### src/rtl/rx_interface_if.sv
// Receive-side bundle between the gearbox output and the meta-frame aligner.
// The master drives received words; the slave returns payload and status.
interface rx_interface_if;
  logic [63:0] dataIn;
  logic [1:0]  headerIn;
  logic        dataValidIn;
  logic [63:0] dataOut;
  logic        dataOutValid;
  logic        frameLock;
  logic        syncErr;
  logic        headerErr;

  modport master (
    output dataIn, headerIn, dataValidIn,
    input  dataOut, dataOutValid, frameLock, syncErr, headerErr
  );

  modport slave (
    input  dataIn, headerIn, dataValidIn,
    output dataOut, dataOutValid, frameLock, syncErr, headerErr
  );
endinterface

### src/rtl/rx_interface.sv
// Meta-frame aligner: hunts for the sync word, verifies it over LOCK_CNT frames,
// then forwards payload words while locked and drops lock after LOSS_CNT bad syncs.
module rx_interface #(
  parameter int META_FRAME_LEN = 16,
  parameter int LOCK_CNT       = 4,
  parameter int LOSS_CNT       = 4
) (
  input logic          user_clk_i,
  input logic          system_reset_n_i,
  rx_interface_if.slave rxIf
);

  localparam int PW      = (META_FRAME_LEN > 1) ? $clog2(META_FRAME_LEN) : 1;
  localparam int CNT_MAX = (LOCK_CNT > LOSS_CNT) ? LOCK_CNT : LOSS_CNT;
  localparam int CW      = $clog2(CNT_MAX + 1);

  localparam logic [PW-1:0] POS_LAST = PW'(META_FRAME_LEN - 1);
  localparam logic [CW-1:0] LOCK_C   = CW'(LOCK_CNT);
  localparam logic [CW-1:0] LOSS_C   = CW'(LOSS_CNT);
  localparam logic [63:0]   SYNC_WORD = 64'h78F678F678F678F6;

  typedef enum logic [1:0] {HUNT, VERIFY, LOCKED} state_e;

  state_e        state_q;
  logic [PW-1:0] pos_q, pos_d;
  logic [CW-1:0] goodCnt_q, goodCnt_d;
  logic [CW-1:0] badCnt_q, badCnt_d;
  logic [63:0]   dataOut_q;
  logic          dataOutValid_q;
  logic          frameLock_q;
  logic          syncErr_q;
  logic          headerErr_q;

  logic isSync, isScram, isData, isBadHdr, atPos0, atPos1;

  // IDLE and any other control words need no dedicated flag: they are simply not DATA.
  always_comb begin
    isSync    = (rxIf.headerIn == 2'b10) && (rxIf.dataIn == SYNC_WORD);
    isScram   = (rxIf.headerIn == 2'b10) && (rxIf.dataIn[63:56] == 8'h28);
    isData    = (rxIf.headerIn == 2'b01);
    isBadHdr  = (rxIf.headerIn == 2'b00) || (rxIf.headerIn == 2'b11);
    atPos0    = (pos_q == '0);
    atPos1    = (pos_q == PW'(1));
    pos_d     = (pos_q == POS_LAST) ? '0 : pos_q + PW'(1);
    goodCnt_d = (goodCnt_q < LOCK_C) ? goodCnt_q + CW'(1) : goodCnt_q;
    badCnt_d  = (badCnt_q < LOSS_C) ? badCnt_q + CW'(1) : badCnt_q;
  end

  always_ff @(posedge user_clk_i or negedge system_reset_n_i) begin
    if (!system_reset_n_i) begin
      state_q        <= HUNT;
      pos_q          <= '0;
      goodCnt_q      <= '0;
      badCnt_q       <= '0;
      dataOut_q      <= '0;
      dataOutValid_q <= 1'b0;
      frameLock_q    <= 1'b0;
      syncErr_q      <= 1'b0;
      headerErr_q    <= 1'b0;
    end else begin
      dataOutValid_q <= 1'b0;
      syncErr_q      <= 1'b0;
      headerErr_q    <= 1'b0;
      if (rxIf.dataValidIn) begin
        headerErr_q <= isBadHdr;
        pos_q       <= pos_d;
        case (state_q)
          HUNT: begin
            if (isSync) begin
              pos_q     <= PW'(1);
              goodCnt_q <= CW'(1);
              state_q   <= VERIFY;
            end
          end
          VERIFY: begin
            if (atPos0) begin
              if (isSync) begin
                goodCnt_q <= goodCnt_d;
                if (goodCnt_d >= LOCK_C) begin
                  state_q     <= LOCKED;
                  badCnt_q    <= '0;
                  frameLock_q <= 1'b1;
                end
              end else begin
                state_q   <= HUNT;
                goodCnt_q <= '0;
              end
            end else if (atPos1 && !isScram) begin
              state_q   <= HUNT;
              goodCnt_q <= '0;
            end
          end
          LOCKED: begin
            // A sync pattern past pos 1 is treated as ordinary control: no realignment.
            if (atPos0) begin
              if (isSync) begin
                badCnt_q <= '0;
              end else begin
                syncErr_q <= 1'b1;
                badCnt_q  <= badCnt_d;
                if (badCnt_d >= LOSS_C) begin
                  state_q     <= HUNT;
                  frameLock_q <= 1'b0;
                  goodCnt_q   <= '0;
                end
              end
            end else if (atPos1) begin
              if (!isScram) syncErr_q <= 1'b1;
            end else if (isData) begin
              dataOut_q      <= rxIf.dataIn;
              dataOutValid_q <= 1'b1;
            end
          end
          default: begin
            state_q     <= HUNT;
            frameLock_q <= 1'b0;
          end
        endcase
      end
    end
  end

  assign rxIf.dataOut      = dataOut_q;
  assign rxIf.dataOutValid = dataOutValid_q;
  assign rxIf.frameLock    = frameLock_q;
  assign rxIf.syncErr      = syncErr_q;
  assign rxIf.headerErr    = headerErr_q;

endmodule

### src/flat_wrapper.sv
// flat-port wrapper written by rule: the top's interface ports become plain ports
module rx_interface_flat 
#(
  parameter int META_FRAME_LEN = 16,
  parameter int LOCK_CNT       = 4,
  parameter int LOSS_CNT       = 4
)
  (user_clk_i, system_reset_n_i, rxIf_dataIn, rxIf_headerIn, rxIf_dataValidIn, rxIf_dataOut, rxIf_dataOutValid, rxIf_frameLock, rxIf_syncErr, rxIf_headerErr);
  rx_interface_if rxIf_i ();
  input logic user_clk_i;
  input logic system_reset_n_i;
  input wire logic [$bits(rxIf_i.dataIn)-1:0] rxIf_dataIn;
  input wire logic [$bits(rxIf_i.headerIn)-1:0] rxIf_headerIn;
  input wire logic [$bits(rxIf_i.dataValidIn)-1:0] rxIf_dataValidIn;
  output wire logic [$bits(rxIf_i.dataOut)-1:0] rxIf_dataOut;
  output wire logic [$bits(rxIf_i.dataOutValid)-1:0] rxIf_dataOutValid;
  output wire logic [$bits(rxIf_i.frameLock)-1:0] rxIf_frameLock;
  output wire logic [$bits(rxIf_i.syncErr)-1:0] rxIf_syncErr;
  output wire logic [$bits(rxIf_i.headerErr)-1:0] rxIf_headerErr;
  assign rxIf_i.dataIn = rxIf_dataIn;
  assign rxIf_i.headerIn = rxIf_headerIn;
  assign rxIf_i.dataValidIn = rxIf_dataValidIn;
  assign rxIf_dataOut = rxIf_i.dataOut;
  assign rxIf_dataOutValid = rxIf_i.dataOutValid;
  assign rxIf_frameLock = rxIf_i.frameLock;
  assign rxIf_syncErr = rxIf_i.syncErr;
  assign rxIf_headerErr = rxIf_i.headerErr;
  rx_interface #(.META_FRAME_LEN(META_FRAME_LEN), .LOCK_CNT(LOCK_CNT), .LOSS_CNT(LOSS_CNT)) u_core (.user_clk_i(user_clk_i), .system_reset_n_i(system_reset_n_i), .rxIf(rxIf_i));
endmodule
### config.mk
export PLATFORM = sky130hd
export DESIGN_NAME = rx_interface_flat
export DESIGN_NICKNAME = d
export VERILOG_FILES = /design/src/rtl/rx_interface_if.sv /design/src/rtl/rx_interface.sv /design/src/flat_wrapper.sv
export SDC_FILE = /design/constraint.sdc
export NUM_CORES = 1
export LEC_CHECK = 0
export ABC_AREA = 1
export ABC_CLOCK_PERIOD_IN_PS = 1500
export CORE_MARGIN = 10
export CORE_UTILIZATION = 42
export CTS_CLUSTER_SIZE = 30
export DETAILED_ROUTE_END_ITERATION = 8
export GPL_ROUTABILITY_DRIVEN = 0
export HOLD_SLACK_MARGIN = 0.15
export PLACE_DENSITY_LB_ADDON = 0.15
export SLEW_MARGIN = 20
export SYNTH_ARGS = -nofsm -noshare
export SYNTH_HDL_FRONTEND = slang
export SYNTH_SLANG_ARGS = --single-unit
### constraint.sdc
create_clock -name user_clk_i -period 1.5 [get_ports user_clk_i]
set_input_delay 0.3 -clock user_clk_i [delete_from_list [all_inputs] [get_ports user_clk_i]]
set_output_delay 0.3 -clock user_clk_i [all_outputs]
set_load 0.01 [all_outputs]
==> results of run 1 <==
worst max-delay path, delay by kind of cell (launching register included):
kind,cells,cell delay (ns)
buffers and inverters,3,0.41
and+or+nand+nor,5,0.50
adders and majority gates,1,0.17
DFF,1,0.42
state kept, by name, indices dropped and copies added, names as in the netlist:
| register | count |
|---|---|
| u_core.rxIf.dataOut | 64 |
| u_core.pos_q | 4 |
| u_core.badCnt_q | 3 |
| u_core.goodCnt_q | 3 |
| u_core.state_q | 2 |
| u_core.rxIf.dataOutValid | 1 |
| u_core.rxIf.frameLock | 1 |
| u_core.rxIf.headerErr | 1 |
| u_core.rxIf.syncErr | 1 |
kinds of logic (layout without fill, tap and decap cells):
group,after synthesis,in the layout,synth area share [%]
adder cells (fa/ha/maj),11,11,3.36
AO/OA/AOI/OAI,53,53,7.06
flip-flops,80,80,48.9
buffers and inverters,81,326,7.71
XOR/XNOR,2,2,0.428
other,0,3,0
AND/OR/NAND/NOR,312,312,32.5
how the worst max path moves through the flow:
stage	end	depth (start not counted)	from
floorplan	u_core.goodCnt_q[0]$_DFFE_PN0P_	11	rxIf_headerIn[0]
global placement	u_core.goodCnt_q[0]$_DFFE_PN0P_	11	rxIf_dataIn[52]
detailed placement	u_core.goodCnt_q[2]$_DFFE_PN0P_	11	rxIf_dataIn[52]
CTS	u_core.state_q[1]$_DFFE_PN0P_	11	u_core.pos_q[1]$_DFFE_PN0P_
global route	u_core.state_q[1]$_DFFE_PN0P_	13	rxIf_dataIn[22]
finish	u_core.rxIf.dataOut[25]$_DFFE_PN0P_	9	u_core.state_q[0]$_DFFE_PN0P_
power groups by stage:
stage,logic (uW),clock network (uW),registers (uW)
2_1_floorplan,297,0,2280
3_3_place_gp,849,0,2280
3_5_place_dp,875,0,2280
4_1_cts,1030,1520,2230
5_1_grt,1250,1640,2250
6_report,1170,1530,2240
per-stage QoR:
step           setup TNS [ns]  cell area, um^2
4_1_cts                 -2.48             7020
5_1_grt                -10.87             7340
6_report                -4.35             7340
3_3_place_gp           -31.10             6190
3_5_place_dp           -32.72             6190
2_1_floorplan               0             4140
cell type report:
| class | count | share of cell area (%) |
|---|---|---|
| multi-input combinational | 378 | 32.6 |
| timing repair buffer | 243 | 31.7 |
| sequential | 80 | 27.3 |
| inverter | 67 | 3.56 |
| tap | 129 | 2.20 |
| clock buffer | 11 | 1.93 |
| clock inverter | 5 | 0.546 |
| antenna | 3 | 0.102 |
timing repair:
item                                    4_1_cts  5_1_grt
resized for setup                           311       69
endpoints found under the hold margin        21        0
buffers inserted                             20        6
hold buffers                                  1        0
endpoints found under the setup margin      147       78
pin swaps                                    60       26
cloned                                        8        2
routing by layer:
metal	vias up	track usage, %
met2	171	37.4
li1	2179	-
met1	2261	24.4
met3	37	5.85
met5	-	0
met4	0	6.95
cells in the final DEF (no fill, tap or decap), drive strengths merged, types with 3 or more instances in the layout:
cell type	instances
nand2	205
nor3	7
diode	3
nand4	13
a21oi	4
clkinvlp	3
clkbuf	15
dfrtp	80
inv	68
nand3	25
o21ai	43
dlygate4sd2	123
buf	106
clkdlybuf4s15	8
nor2	58
ha	11
==> results.json, run 1 <==
{
  "status": "complete, but fails checks",
  "violations": "negative setup slack",
  "wirelength_met1_um": 6560,
  "io_buffers": 136,
  "synthTopCellsByArea": "dfrtp_1 (49%), nand2_1 (19%), inv_1 (6.1%)",
  "netlist.area_leader.share_pct": 48.9,
  "ir_drop_mv": 0.401,
  "cts_tree": "built",
  "drt_wl_total_um": 16300,
  "skew_ns": 0.00771,
  "grt_pass1_wl_um": 24800,
  "grt_pass1_vias": 4834,
  "clk-insertion-delay-late_ns": 0.35,
  "p_clk_share_pct": 31.0,
  "hpwl_um": 10700,
  "yosysMostFrequentCell": "nand2_1",
  "avgViaCountPerCell": 5.07,
  "synth_cells": 539,
  "reg2reg_slack_ns": -0.13,
  "drt_iter0_drc": 331,
  "fin_crit_ns": 1.63,
  "period_share_pct": 109,
  "drc": 0,
  "fp.dieW_um": 119,
  "timing.hold.ws_ns": 0.201,
  "utilization_pct": 78.3,
  "critPathArrivalTime_ns": 1.87,
  "crit_chain": "inv_2 -> ha_4 -> nand2_4 -> nor2_4 -> nand3_4 -> buf_12 -> buf_16 -> nand2_1 -> nand2_1",
  "synth_edf_count": 0,
  "synth_nets": 619,
  "ant_nets": 0,
  "io_pins": 137,
  "gr-usage-all-layers_pct": 21.3,
  "synth_area_mm2": 0.00409,
  "crit_top_cell": "nand2_1",
  "cts_buffer_depth": 2,
  "cts-htree-levels": 3,
  "via_count": 4648,
  "multi_input_area_mm2": 0.00239,
  "finalSetupViolCount": 69,
  "synthTopCellsByCount": "nand2_1 (204), dfrtp_1 (80), inv_1 (66), nor2_1 (50), o21ai_0 (36)",
  "cts-root-buf": "clkbuf_8",
  "max_stage_delay_ns": 0.42,
  "wl_per_cell_um": 17.8,
  "cp_max_fo": 7,
  "cp-start-kind": "flip-flop",
  "grt_max_degree": 32,
  "synth_cell_types": 30,
  "dr.pass1.iters": 5,
  "rsz0062_at_grt": "true",
  "p_seq_share_pct": 45.4,
  "synth_area_leader_cell": "dfrtp_1",
  "overflow": 0,
  "hold_end": "u_core.rxIf.dataOut[52]$_DFFE_PN0P_",
  "highest_layer": "met4",
  "syn2layout_area_growth_pct": 79.4,
  "slew_viol_final": 0,
  "die_area_mm2": 0.0141,
  "dieHeight_um": 119,
  "rr_worst_depth": 9,
  "cts_made_buffers": 9,
  "total_power_uw": 4940,
  "synthFlopType": "dfrtp_1",
  "hold_violations": 0,
  "start_util_pct": 43.7,
  "worstSetupPathType": "reg2reg",
  "max_slew_margin_pct": 74.8,
  "avgSynthCellArea_um2": 7.59,
  "r2r-end": "u_core.rxIf.dataOut[25]$_DFFE_PN0P_",
  "dp_cells": 861,
  "yosysWarnings": 0,
  "synthArstFlopShare_pct": 100,
  "maxCapViolCount": 0,
  "hp-start": "rxIf_dataIn[52]",
  "dr_wl_met2_um": 8390,
  "path_clk_slew_ns": 0.09,
  "synth-seq-area-share_pct": 48.9,
  "fillers": 654,
  "comb_power_share_pct": 23.6,
  "layout_setup_ws_ns": -0.132,
  "worst_slew_pin_slew_ns": 0.378,
  "clock-sinks": 80,
  "antenna_found_initial": 3,
  "p_per_area_mw_per_mm2": 673,
  "end_kind": "flip-flop",
  "worstPathRequired_ns": 1.74,
  "leakage_uw": 0.00390,
  "row_count": 35,
  "p_switching_uw": 1490,
  "layoutNonFillerInstCount": 916,
  "r2r_start": "u_core.state_q[0]$_DFFE_PN0P_",
  "critPathSlowestCell": "dfrtp_1",
  "swShare_pct": 30.2,
  "fmax_mhz": 613,
  "route.met3.wl_um": 912,
  "p_int_uw": 3450,
  "ys_seq_elements": 80,
  "holdCritPathClass": "in2reg",
  "nets": 859,
  "core_mm2": 0.00937,
  "drive_gt1_share_pct": 36.7,
  "holdPathStages": 3,
  "dp_slack_ns": -0.778,
  "register_area_mm2": 0.00200
}
Note: power is estimated with default switching activity, not from simulation.
==> run 2: changes to the inputs <==
--- a/config.mk
+++ b/config.mk
@@ -8,7 +8,8 @@
 export ABC_AREA = 1
 export ABC_CLOCK_PERIOD_IN_PS = 1500
 export CORE_MARGIN = 10
-export CORE_UTILIZATION = 42
+export CORE_UTILIZATION = 43
+export CTS_BUF_LIST = sky130_fd_sc_hd__clkbuf_4
 export CTS_CLUSTER_SIZE = 30
 export DETAILED_ROUTE_END_ITERATION = 8
 export GPL_ROUTABILITY_DRIVEN = 0
==> run 2 against run 1 <==
Against the previous run:
- the flow still finishes with violations (negative setup slack)
- flip-flop and latch count is the same
- non-clock buffer count is the same
- routed wire length shrank 4.5%
- first-iteration DRC count shrank 21%
- critical path depth grew 1
- power shrank 6.4%
- clock skew grew 0.0069 ns
- sequential share of layout area grew 0.53 points
- utilization shrank 0.39 points
- clock power shrank 12%
- final area shrank 1.9%
- combinational power shrank 11%
- critical endpoint is now u_core.rxIf.dataOut[1]$_DFFE_PN0P_
- largest cell class is now non-clock buffers
==> results.json, run 2 (synthesis gave the netlist of run 1 again) <==
{
  "placedInstanceArea_mm2": 0.00619,
  "end_kind": "flip-flop",
  "crit_family": "buffers and inverters",
  "finalInstanceArea_mm2": 0.00720,
  "violations": "negative setup slack",
  "layout_setup_ws_ns": -0.149,
  "row_count": 35,
  "hpwl_um": 10400,
  "via_count": 4591,
  "worst_slew_pin_slew_ns": 0.437,
  "cp-start-kind": "flip-flop",
  "grt_max_degree": 30,
  "io_buffers": 136,
  "cts_made_buffers": 9,
  "timing.hold.ws_ns": 0.157,
  "ant_nets": 0,
  "cts_buffer_depth": 2,
  "start_util_pct": 44.3,
  "overflow": 0,
  "total_power_uw": 4620,
  "drc": 0,
  "dr.pass1.iters": 5,
  "gr-usage-all-layers_pct": 20.4,
  "drive_gt1_share_pct": 32.7,
  "register_area_mm2": 0.00200,
  "largest_reg_flops": 64,
  "fillers": 648,
  "worstPathRequired_ns": 1.82,
  "antenna_found_initial": 0,
  "cts_tree": "built",
  "maxCapViolCount": 0,
  "cts-htree-levels": 3,
  "holdCritPathClass": "in2reg",
  "drt_wl_total_um": 15600,
  "mostFrequentLayoutCell": "nand2_1",
  "grt_pass1_vias": 4599,
  "status": "complete, but fails checks",
  "skew_ns": 0.0146,
  "ir_drop_mv": 0.373,
  "avgViaCountPerCell": 5.03,
  "rsz0062_at_grt": "true",
  "leakage_uw": 0.00399,
  "max_stage_delay_ns": 0.42,
  "die_area_mm2": 0.0138,
  "cp_max_fo": 18,
  "crit_chain": "inv_2 -> ha_4 -> nand3_4 -> buf_12 -> nand3_4 -> buf_6 -> inv_4 -> buf_12 -> nand2_1 -> nand2_1",
  "max_slew_margin_pct": 70.9,
  "cts-root-buf": "clkbuf_4",
  "syn2layout_area_growth_pct": 76.0,
  "drt_iter0_drc": 262,
  "core_mm2": 0.00924,
  "path_clk_slew_ns": 0.13,
  "multi_input_area_mm2": 0.00229,
  "p_per_area_mw_per_mm2": 642,
  "worstSetupPathType": "reg2reg",
  "clock-sinks": 80,
  "critPathSlowestCell": "dfrtp_1",
  "period_share_pct": 110,
  "setup_tns_ns": -5.90,
  "fp.dieW_um": 118,
  "fin_crit_ns": 1.65,
  "layout_common_cells": "nand2_1 (168), dlygate4sd2_1 (102), buf_4 (81)",
  "fmax_mhz": 607,
  "dp_slack_ns": -0.738,
  "slew_viol_final": 0,
  "critPathArrivalTime_ns": 1.97,
  "clk-insertion-delay-late_ns": 0.43,
  "n_antenna_cell": 0,
  "dieHeight_um": 118,
  "hold_violations": 0,
  "grt_pass1_wl_um": 23500,
  "nets": 859,
  "critPathBufInv": 5,
  "io_pins": 137,
  "wl_per_cell_um": 17.1,
  "finalSetupViolCount": 70
}
[run 2: changes by cell type in the layout (fill, tap and decap cells not counted), sizes merged]
| cell | previous run | this run |
|---|---|---|
| clkinv | 1 | 3 |
| clkbuf | 15 | 12 |
| clkinvlp | 3 | 0 |
| inv | 68 | 69 |
| diode | 3 | 0 |
| buf | 106 | 99 |
| clkdlybuf4s50 | 1 | 10 |
| dlygate4sd2 | 123 | 102 |
| dlygate4sd3 | 1 | 7 |
| dlymetal6s2s | 0 | 20 |
| clkdlybuf4s15 | 8 | 3 |
| bufinv | 0 | 1 |
[run 2: what timing repair did]
action / in CTS / in global routing
endpoints found under the hold margin: 75 / 6
buffers inserted: 17 / 10
resized for setup: 193 / 116
cloned: 3 / 3
hold buffers: 1 / 6
setup endpoints to repair: 138 / 80
pin swaps: 35 / 39
[run 2: cell type report]
type                       count  share of cell area, %
inverter                      67                   3.60
clock inverter                 6                  0.921
sequential                    80                   27.8
timing repair buffer         243                   32.6
tap                          129                   2.24
clock buffer                  10                   1.04
multi-input combinational    378                   31.8
[run 2: final timing paths]
path | start | end | slack, ns | cells past startpoint
worst max-delay path | u_core.pos_q[1]$_DFFE_PN0P_ | u_core.rxIf.dataOut[1]$_DFFE_PN0P_ | -0.15 | 10
worst min-delay path | rxIf_dataIn[8] | u_core.rxIf.dataOut[8]$_DFFE_PN0P_ | 0.16 | 3
worst max register to register | u_core.pos_q[1]$_DFFE_PN0P_ | u_core.rxIf.dataOut[1]$_DFFE_PN0P_ | -0.15 | 10
worst min register to register | u_core.rxIf.dataOut[59]$_DFFE_PN0P_ | u_core.rxIf.dataOut[59]$_DFFE_PN0P_ | 0.49 | 2
max in group asynchronous | system_reset_n_i | u_core.rxIf.dataOut[53]$_DFFE_PN0P_ | 0.67 | 3
min in group asynchronous | system_reset_n_i | u_core.rxIf.dataOut[15]$_DFFE_PN0P_ | 0.33 | 2
[run 2: through the flow]
stage          util, %  cells
6_report          77.9    913
5_1_grt           77.9    913
4_1_cts           72.6    894
3_5_place_dp      66.9    857
3_3_place_gp      66.9    857
2_1_floorplan        -    539
[run 2: power breakdown]
| group | switching [uW] | internal (uW) | leakage, uW | total (uW) |
|---|---|---|---|---|
| registers | 34.8 | 2200 | 0.00111 | 2240 |
| clock network | 808 | 537 | 0.0000811 | 1340 |
| logic | 513 | 524 | 0.00280 | 1040 |
| total | 1360 | 3260 | 0.00399 | 4620 |
[run 2: metal layers]
layer  wire (um)  GRT usage [%]  up-vias
met2        8130           35.9      165
met4         441           7.26        0
met3         765           4.36       32
met5           0              0        -
met1        6250           23.8     2218
li1            -              -     2176
[run 2: worst reg2reg max path, cell delays in order, from the launching register on]
cell     delay [ns]
dfrtp_1        0.42
inv_2          0.12
ha_4           0.16
nand3_4        0.13
buf_12         0.16
nand3_4        0.12
buf_6          0.13
inv_4          0.04
buf_12         0.15
nand2_1        0.07
nand2_1        0.05
==> run 3: changes to the inputs <==
--- a/config.mk
+++ b/config.mk
@@ -7,13 +7,12 @@
 export LEC_CHECK = 0
 export ABC_AREA = 1
 export ABC_CLOCK_PERIOD_IN_PS = 1500
-export CORE_MARGIN = 10
+export CORE_MARGIN = 2
 export CORE_UTILIZATION = 43
 export CTS_BUF_LIST = sky130_fd_sc_hd__clkbuf_4
 export CTS_CLUSTER_SIZE = 30
 export DETAILED_ROUTE_END_ITERATION = 8
 export GPL_ROUTABILITY_DRIVEN = 0
-export HOLD_SLACK_MARGIN = 0.15
 export PLACE_DENSITY_LB_ADDON = 0.15
 export SLEW_MARGIN = 20
 export SYNTH_ARGS = -nofsm -noshare
==> run 3 against run 2 <==
Against the previous run:
- worst hold slack got worse by 0.031 ns
- sequential share of layout area rose by 1.8 points
- utilization down 4.8 points
- clock skew up 0.0051 ns
- die area shrank 25%
- critical path depth fell by 1
- the run still ends with negative setup slack left
- sequential power barely moved
- final area shrank 6.2%
- routed wire length fell by 13%
==> results.json, run 3 (synthesis gave the netlist of run 1 again) <==
{
  "layout_setup_ws_ns": -0.149,
  "skew_ns": 0.0197,
  "row_count": 35,
  "start_util_pct": 44.3,
  "hpwl_um": 8960,
  "critPathSlowestCell": "dfrtp_1",
  "slew_viol_final": 0,
  "comb_power_share_pct": 22.7,
  "cp-start-kind": "flip-flop",
  "maxCapViolCount": 0,
  "cts-root-buf": "clkbuf_4",
  "via_count": 4400,
  "worstPathRequired_ns": 1.83,
  "ant_nets": 0,
  "drive_gt1_share_pct": 27.3,
  "finalInstanceArea_mm2": 0.00675,
  "holdCritPathClass": "in2reg",
  "largest_reg_flops": 64,
  "worst_slew_pin_slew_ns": 0.430,
  "finalSetupViolCount": 74,
  "violations": "negative setup slack",
  "fin_crit_ns": 1.65,
  "p_int_uw": 3210,
  "cts_made_buffers": 9,
  "antenna_found_initial": 1,
  "dr.pass1.iters": 7,
  "cp_max_fo": 6,
  "placedInstanceArea_mm2": 0.00615,
  "worstSetupPathType": "reg2reg",
  "cts_buffer_depth": 2,
  "fp.dieW_um": 102,
  "status": "complete, but fails checks",
  "overflow": 0,
  "swShare_pct": 30.4,
  "cts_tree": "built",
  "p_seq_share_pct": 48.6,
  "nets": 845,
  "io_buffers": 136,
  "drt_iter0_drc": 175,
  "cts-htree-levels": 3,
  "die_area_mm2": 0.0103,
  "p_per_area_mw_per_mm2": 683,
  "p_switching_uw": 1400,
  "layout_common_cells": "nand2_1 (183), dlygate4sd2_1 (128), dfrtp_1 (80)",
  "io_pins": 137,
  "wl_per_cell_um": 15.0,
  "ir_drop_mv": 0.422,
  "hold_violations": 0,
  "mostFrequentLayoutCell": "nand2_1",
  "avgViaCountPerCell": 4.88,
  "crit_top_cell": "buf_4",
  "dieHeight_um": 102,
  "crit_family": "flip-flops",
  "p_clk_share_pct": 28.8,
  "drt_wl_total_um": 13600,
  "critPathBufInv": 3,
  "rsz0062_at_grt": "true",
  "dp_slack_ns": -0.709,
  "period_share_pct": 110,
  "syn2layout_area_growth_pct": 65.1,
  "fmax_mhz": 606,
  "leakage_uw": 0.00367,
  "clk-insertion-delay-late_ns": 0.45,
  "drc": 0,
  "path_clk_slew_ns": 0.14,
  "grt_max_degree": 81,
  "clock-sinks": 80,
  "grt_pass1_vias": 4235,
  "critPathArrivalTime_ns": 1.98,
  "core_mm2": 0.00924,
  "gr-usage-all-layers_pct": 24.9,
  "grt_pass1_wl_um": 20100,
  "end_kind": "flip-flop",
  "max_stage_delay_ns": 0.45,
  "crit_chain": "inv_2 -> ha_4 -> nand3_4 -> a21oi_4 -> buf_4 -> buf_4 -> nand4_4 -> nand2_1 -> o21ai_1",
  "max_slew_margin_pct": 71.3
}
[run 3: path summary, 6_finish.rpt]
path | from | end | slack, ns | cells past startpoint
max | u_core.pos_q[0]$_DFFE_PN0P_ | u_core.badCnt_q[2]$_DFFE_PN0P_ | -0.15 | 9
min | rxIf_dataIn[58] | u_core.rxIf.dataOut[58]$_DFFE_PN0P_ | 0.13 | 3
max reg2reg | u_core.pos_q[0]$_DFFE_PN0P_ | u_core.badCnt_q[2]$_DFFE_PN0P_ | -0.15 | 9
min reg2reg | u_core.rxIf.dataOut[7]$_DFFE_PN0P_ | u_core.rxIf.dataOut[7]$_DFFE_PN0P_ | 0.49 | 2
max in group asynchronous | system_reset_n_i | u_core.state_q[1]$_DFFE_PN0P_ | 0.76 | 3
min in group asynchronous | system_reset_n_i | u_core.rxIf.dataOut[14]$_DFFE_PN0P_ | 0.40 | 3
[run 3: metal layers]
| metal | share of wire, % | up-vias | wire length, um | GRT usage (%) |
|---|---|---|---|---|
| met3 | 6.6 | 31 | 892 | 4.00 |
| met4 | 2.7 | 0 | 366 | 9.56 |
| met5 | 0 | - | 0 | 0 |
| met1 | 40 | 2068 | 5440 | 31.8 |
| met2 | 51 | 160 | 6850 | 42.4 |
| li1 | - | 2141 | - | - |
[run 3: through the flow]
stage | hold slack (ns) | power (uW) | TNS, ns | util [%] | cells
final | 0.126 | 4610 | -5.80 | 73.1 | 901
after floorplan | 0.00441 | 2580 | 0 | - | 539
after detailed placement | 0.364 | 3120 | -30.12 | 66.6 | 859
after global placement | 0.362 | 3090 | -28.29 | 66.6 | 859
after CTS | 0.212 | 4500 | -0.631 | 69.6 | 889
after global routing | 0.129 | 4810 | -9.28 | 73.1 | 900
[run 3: tightest hold or removal path, cell delays in order]
cell and delay (ns):
dlymetal6s2s_1 0.13, inv_2 0.06, o21ai_1 0.06
[run 3: power by group through the flow]
stage / combinational (uW) / sequential, uW / clock, uW
2_1_floorplan: 297 / 2280 / 0
3_3_place_gp: 819 / 2270 / 0
3_5_place_dp: 844 / 2280 / 0
4_1_cts: 924 / 2240 / 1330
5_1_grt: 1120 / 2250 / 1440
6_report: 1050 / 2240 / 1330
[run 3: final cells by class]
type	count	area, um^2
Clock buffer	9	67.6
Multi-Input combinational cell	379	2170
Fill cell	773	2490
Timing Repair Buffer	228	2020
Antenna cell	2	5.00
Sequential cell	80	2000
Inverter	67	259
Clock inverter	7	70.1
Tap cell	129	161
[run 3: what timing repair did]
action / in CTS / in global routing
pin swaps: 42 / 13
hold buffers: 1 / 0
endpoints found under the setup margin: 133 / 79
endpoints found under the hold margin: 80 / 0
cloned: 0 / 4
buffers inserted: 13 / 6
gates resized for setup: 186 / 75
